**src/rtl/timer_arbiter_if.sv**
```systemverilog
// Handshake bundle between requesters and the shared down-counting timer.
// The master side drives requests and load values; the slave side is the arbiter.
interface timer_arbiter_if #(parameter int dw = 8);
    logic [1:0]    req;
    logic [dw-1:0] load0;
    logic [dw-1:0] load1;
    logic          pause;
    logic [1:0]    grant;
    logic [1:0]    done;
    logic          busy;
    logic [dw-1:0] count;

    modport master (
        output req, load0, load1, pause,
        input  grant, done, busy, count
    );

    modport slave (
        input  req, load0, load1, pause,
        output grant, done, busy, count
    );
endinterface

```
**src/rtl/timer_arbiter.sv**
```systemverilog
// Two-requester round-robin arbiter owning one shared down-counter.
// The owner keeps req high for the whole job; dropping it aborts without a done pulse.
module timer_arbiter #(
    parameter int dw = 8
) (
    input  logic          clk,
    input  logic          reset,
    timer_arbiter_if.slave bus
);

    typedef enum logic [1:0] {
        IDLE  = 2'd0,
        COUNT = 2'd1,
        DONE  = 2'd2
    } state_t;

    state_t        state, stateNext;
    logic [1:0]    grant, grantNext;
    logic [1:0]    done, doneNext;
    logic [dw-1:0] count, countNext;
    logic          last, lastNext;
    logic          pick;
    logic          owner;

    assign owner     = grant[1];
    assign bus.grant = grant;
    assign bus.done  = done;
    assign bus.count = count;
    assign bus.busy  = (state != IDLE);

    // last resets to 1 so that requester 0 wins the first tie
    always_ff @(posedge clk or negedge reset) begin
        if (!reset) begin
            state <= IDLE;
            grant <= '0;
            done  <= '0;
            count <= '0;
            last  <= 1'b1;
        end else begin
            state <= stateNext;
            grant <= grantNext;
            done  <= doneNext;
            count <= countNext;
            last  <= lastNext;
        end
    end

    always_comb begin
        stateNext = state;
        grantNext = grant;
        doneNext  = '0;
        countNext = count;
        lastNext  = last;
        pick      = 1'b0;

        case (state)
            IDLE: begin
                grantNext = '0;
                if (bus.req != 2'b00) begin
                    pick      = (bus.req == 2'b11) ? ~last : bus.req[1];
                    stateNext = COUNT;
                    grantNext = pick ? 2'b10 : 2'b01;
                    countNext = pick ? bus.load1 : bus.load0;
                    lastNext  = pick;
                end
            end

            // abort outranks pause, and zero is reached without ever wrapping
            COUNT: begin
                if (!bus.req[owner]) begin
                    stateNext = IDLE;
                    grantNext = '0;
                    countNext = '0;
                end else if (bus.pause) begin
                    countNext = count;
                end else if (count == '0) begin
                    stateNext = DONE;
                    doneNext  = grant;
                end else begin
                    countNext = count - dw'(1);
                end
            end

            DONE: begin
                stateNext = IDLE;
                grantNext = '0;
                countNext = '0;
            end

            default: begin
                stateNext = IDLE;
                grantNext = '0;
                countNext = '0;
            end
        endcase
    end

endmodule

```
**src/flat_wrapper.sv**
```systemverilog
// flat-port wrapper written by rule: the top's interface ports become plain ports
module timer_arbiter_flat 
#(
    parameter int dw = 8
)
  (clk, reset, bus_req, bus_load0, bus_load1, bus_pause, bus_grant, bus_done, bus_busy, bus_count);
  timer_arbiter_if #(.dw(dw)) bus_i ();
  input  logic clk;
  input  logic reset;
  input wire logic [$bits(bus_i.req)-1:0] bus_req;
  input wire logic [$bits(bus_i.load0)-1:0] bus_load0;
  input wire logic [$bits(bus_i.load1)-1:0] bus_load1;
  input wire logic [$bits(bus_i.pause)-1:0] bus_pause;
  output wire logic [$bits(bus_i.grant)-1:0] bus_grant;
  output wire logic [$bits(bus_i.done)-1:0] bus_done;
  output wire logic [$bits(bus_i.busy)-1:0] bus_busy;
  output wire logic [$bits(bus_i.count)-1:0] bus_count;
  assign bus_i.req = bus_req;
  assign bus_i.load0 = bus_load0;
  assign bus_i.load1 = bus_load1;
  assign bus_i.pause = bus_pause;
  assign bus_grant = bus_i.grant;
  assign bus_done = bus_i.done;
  assign bus_busy = bus_i.busy;
  assign bus_count = bus_i.count;
  timer_arbiter #(.dw(dw)) u_core (.clk(clk), .reset(reset), .bus(bus_i));
endmodule
```
**config.mk**
```make
export PLATFORM = sky130hd
export DESIGN_NAME = timer_arbiter_flat
export DESIGN_NICKNAME = d
export VERILOG_FILES = /design/src/rtl/timer_arbiter_if.sv /design/src/rtl/timer_arbiter.sv /design/src/flat_wrapper.sv
export SDC_FILE = /design/constraint.sdc
export NUM_CORES = 1
export LEC_CHECK = 0
export CAP_MARGIN = 20
export CORE_UTILIZATION = 47
export CTS_BUF_LIST = sky130_fd_sc_hd__clkbuf_4 sky130_fd_sc_hd__clkbuf_8
export CTS_CLUSTER_DIAMETER = 150
export DETAILED_ROUTE_END_ITERATION = 8
export PLACE_DENSITY = 0.86
export SYNTH_ARGS = -nofsm -noshare
export SYNTH_HDL_FRONTEND = slang
export SYNTH_SLANG_ARGS = --single-unit
```
**constraint.sdc**
```tcl
create_clock -name clk -period 2.3 [get_ports clk]
set_input_delay 0.575 -clock clk [delete_from_list [all_inputs] [get_ports clk]]
set_output_delay 0.575 -clock clk [all_outputs]
set_load 0.05 [all_outputs]
```
[Word-level counts from Yosys, hierarchy flattened]
Index checks and enable logic that the tools add are counted.
Widths: inputs -> output; s select.
Word-level totals
  register bits after elaboration: 15
  input bits: 21
Cells by class
  add/sub/neg operators: 1
  magnitude comparators: 1
  equal/unequal tests: 7
  mux-type cells: 22
  bitwise gates (word level): 1
  reduce and logical (&&, ||, !) cells: 7
Operators by type and width (count)
  $mux 8: 5
  $mux 2: 11
  $pmux 8 s2: 1
  $ne 3x3->1 const B: 3
  $logic_not 8->1: 1
  $pmux 2 s2: 2
  $sub 8x1->8 const B: 1
  $reduce_and 3->1: 2
  $reduce_bool 2->1: 2
  $mux 1: 3
  $eq 2x1->1 const B: 1
  $eq 2x2->1 const B: 1
  $logic_not 2->1: 1
  $lt 1x2->1 const B: 1
  $ne 2x1->1 const B: 1
  $ne 2x2->1 const B: 1
  $reduce_and 2->1: 1
  $not 1->1: 1

[Depth between registers and ports, before layout]
  depth after elaboration: 5
  depth in mapped cells: 6
  mapped depth without buffers: 6

[Worst setup path after synthesis]
OpenSTA, ideal clock, no wires.
  kind: flip-flop to flip-flop
  start point: register u_core.count[0], in the netlist u_core.bus.count[0]
  end point: register u_core.count[0], in the netlist u_core.bus.count[0]
  arrival time: 1807 ps
  slack: 368 ps
  stages on the path, launching flop included: 7
  cell sequence: dfrtp_1 inv_1 ha_1 nor2b_1 a311oi_2 nor2_2 mux2_2
On the way
  cells in the longest elaborated chain, start to end: 5
  elaborated cells between the ends (all ways): 8
  classes of those cells: 1 x add/sub; 1 x eq/ne; 4 x mux; 2 x reduce/logical
RTL lines
  from (decl): line timer_arbiter.sv:20  | logic [dw-1:0] count, countNext;
  from (signal assigned): line timer_arbiter.sv:43  | count <= countNext;
  $sub 8x1->8: line timer_arbiter.sv:80  | countNext = count - dw'(1);
  $mux 8: line timer_arbiter.sv:76  | end else if (count == '0) begin
  $mux 8: line timer_arbiter.sv:74  | end else if (bus.pause) begin
  $mux 8: line timer_arbiter.sv:70  | if (!bus.req[owner]) begin
  $pmux 8 s2: line timer_arbiter.sv:56  | case (state)
Parallel ways exist; a longest one is shown, timed or not. The select of a mux whose other input is x is not followed.
A chain may end at the register's enable or synchronous reset.

[Final worst setup path]
  start point: register u_core.count[5], in the netlist u_core.bus.count[5]
  end point: output port bus_count[5]
RTL lines
  to (decl): line flat_wrapper.sv:17  | output wire logic [$bits(bus_i.count)-1:0] bus_count;
No word-level cell between the ends.

==> impl_metrics.csv <==
group,metric,value,unit
floorplanning,initial_utilization,50.88,%
cells_and_area,layout_common_cells,"clkdlybuf4s50_1, dfrtp_1, mux2i_1, mux2_2",
logic_synthesis,netlist_area,1018,µm²
logic_synthesis,synth_edf_count,0,
clock_tree,cts_sinks,15,
floorplanning,die_h,48.55,µm
clock_tree,htree_num_levels,1,
setup_path,reg2reg_slack,460,ps
clock_tree,tritoncts,"done",
logic_synthesis,ys.warnings.count,0,
cells_and_area,fin_nets,156,
placed_design,dp_hpwl,1.935,mm
timing,maxSlewHeadroom,52.12,%
floorplanning,die_w,48.55,µm
drt,wl_per_cell,16.47,µm
logic_synthesis,synth-main-ff-cell,"dfrtp_1",
setup_path,critPathArrivalTime,1640,ps
drt,drtAntennaViolNets,0,
worst_hold_path,min_from,"u_core.last$_DFFE_PN1P_",
flow_run,drv_cap,0,
cells_and_area,drive_gt1_share,23.31,%
timing,finClkSkew,2.075,ps
timing,finalCritPeriodShare,96.42,%
timing,max_freq,0.4509,GHz
clock_tree,ctsResizeCount,0,
placed_design,dpl-instance-area,1391,µm²
setup_path,cpPeakStageDelay,850,ps
drt,drc,0,
logic_synthesis,synthCells,94,
global_routing,antenna_found_initial,0,
setup_path,path_class,"register to output port",
run_status,status,"finished, final reports clean",
cells_and_area,fin_util,71.13,%
cells_and_area,seqCellArea,376.6,µm²
cells_and_area,fillers,151,
global_routing,grt_overflow_total,0,
setup_path,r2r_start,"u_core.bus.count[1]$_DFFE_PN0P_",
clock_tree,cts_max_path_buffers,2,
setup_path,worstSetupEndpointType,"output port",
logic_synthesis,syn_avg_cell_area,10.83,µm²
timing,hold_viol,0,
setup_path,cp_num_buf_inv,1,
global_routing,grt_pass1_vias,899,
setup_path,start_kind,"register",
setup_path,reg2reg_to,"u_core.bus.count[0]$_DFFE_PN0P_",
global_routing,grt_usage,24.88,%
power,powerDensity,1328,nW/µm²
setup_path,crit_fanout,6,
placed_design,portBuffers,33,
logic_synthesis,ys_seq_area_share,36.98,%
setup_path,r2r_cells,6,
worst_hold_path,hold_end,"u_core.last$_DFFE_PN1P_",
drt,dr.pass1.iters,4,
worst_hold_path,holdPathStages,2,
setup_path,critical-path-top-delay-family,"buffers and inverters",
floorplanning,placementRows,16,
logic_synthesis,synth_cell_types,45,
logic_synthesis,ys_async_sr_fraction,100.0,%
timing,drv_slew,0,
global_routing,grt_pass1_wl,4.429,mm
setup_path,critPathRequiredTime,1730,ps
drt,dr_total_vias,948,
clock_tree,path_clk_slew,100,ps
clock_tree,cts_inserted_buffers,3,
timing,finalCriticalPeriod,2218,ps
setup_path,crit_path_cell_trace,"clkdlybuf4s50_1",
logic_synthesis,synth-seq-cells,15,
floorplanning,fp.coreArea,2002,µm²
clock_tree,postCtsSetupBuffers,0,
cells_and_area,multi_input_area,608.1,µm²
power,leakagePower,0.5726,nW
logic_synthesis,synth_fp_nets,116,
placed_design,gp_congestion,0.9413,
clock_tree,hold_buffers,0,
cells_and_area,area_growth,39.80,%
setup_path,crit_slowest_cell,"clkdlybuf4s50_1",
clock_tree,clock_latency,290,ps
global_routing,grt_max_degree,16,
floorplanning,dieArea,2357,µm²
cells_and_area,final_common_cell,"clkdlybuf4s50_1",
setup_path,cp.depth,1,
drt,drt-total-wl,2.635,mm
floorplanning,boundaryPins,34,
drt,viasPerCell,5.925,
cells_and_area,diodes,0,
drt,drt_iter0_markers,20,
clock_tree,ctsRootBufferMaster,"clkbuf_4",
timing,rsz0062_at_grt,"false",
worst_hold_path,hold_class,"register to register",
cells_and_area,design_area,1424,µm²
power,peakVddDrop,748.0,µV
timing,worst_slew_pin_slew,715.9,ps
timing,setup_viol_count_final,0,
-- registers in the layout, indices dropped and copies added (netlist names) --
signal	cells
u_core.bus.count	8
u_core.bus.grant	2
u_core.last	1
u_core.state	2
u_core.bus.done	2
-- metal layers --
layer | track usage [%] | share of wire [%] | vias to the layer above
li1 | - | - | 447
met4 | 12.25 | 1.3 | 0
met2 | 37.79 | 49 | 25
met3 | 4.717 | 3.9 | 4
met5 | 0 | 0 | -
met1 | 33.93 | 46 | 472
-- kinds of logic after synthesis --
logic type / count (synthesis) / share of synthesized area (%)
and+or+nand+nor: 30 / 21.25
AOI/OAI and AO/OA: 29 / 23.22
DFF: 15 / 36.98
muxes: 13 / 14.00
buffers and inverters: 6 / 3.317
adders and majority gates: 1 / 1.228
-- cell usage after synthesis (2+ instances only) --
master	instances	area share, %
nand2b_1	2	1.2
a32oi_1	2	1.7
o2bb2ai_1	4	3.4
nor4_1	3	1.8
mux2i_1	6	5.9
a21oi_1	2	0.98
nor2_1	4	1.5
nand2_1	2	0.74
nor3_2	2	2.0
dfrtp_1	14	34
nor2b_1	2	1.2
nor2_2	2	1.2
o21ai_0	5	2.5
o32a_1	2	2.0
mux2_2	6	6.6
and2_1	2	1.2
o22ai_1	3	1.8
inv_1	4	1.5
-- cell type report --
| type | instances | area share (%) |
|---|---|---|
| Clock buffer | 3 | 1.582 |
| Tap cell | 27 | 2.373 |
| Sequential cell | 15 | 26.45 |
| Inverter | 4 | 1.054 |
| Clock inverter | 1 | 0.5272 |
| Timing Repair Buffer | 37 | 25.31 |
| Multi-Input combinational cell | 73 | 42.71 |
-- metrics by stage --
step                power, mW  TNS (ps)  setup slack, ps  cells  hold WS (ps)
global route            1.998         0            8.061    160         595.4
CTS                     1.886         0            43.19    160         555.8
global placement        1.693         0            26.15    156         498.7
finish                  1.891         0            82.34    160         554.4
detailed placement      1.717    -137.8           -43.93    156         503.6
floorplan               1.356         0            368.4     94         279.4
-- worst max path at each step --
stage	start	slack, ps	endpoint
floorplan	u_core.bus.count[0]$_DFFE_PN0P_	370	u_core.bus.count[0]$_DFFE_PN0P_
global placement	bus_req[1]	30	u_core.bus.count[0]$_DFFE_PN0P_
detailed placement	bus_req[1]	-40	u_core.bus.count[6]$_DFFE_PN0P_
CTS	u_core.bus.count[3]$_DFFE_PN0P_	40	bus_count[3]
global route	u_core.bus.count[5]$_DFFE_PN0P_	8	bus_count[5]
finish	u_core.bus.count[5]$_DFFE_PN0P_	80	bus_count[5]
-- where the power goes --
part           leakage, nW  switching, mW  internal, mW
Clock               0.0139         0.0978        0.0661
Combinational        0.368          0.718         0.490
Sequential           0.191          0.152         0.368
Note: power is estimated with default switching activity, not from simulation.
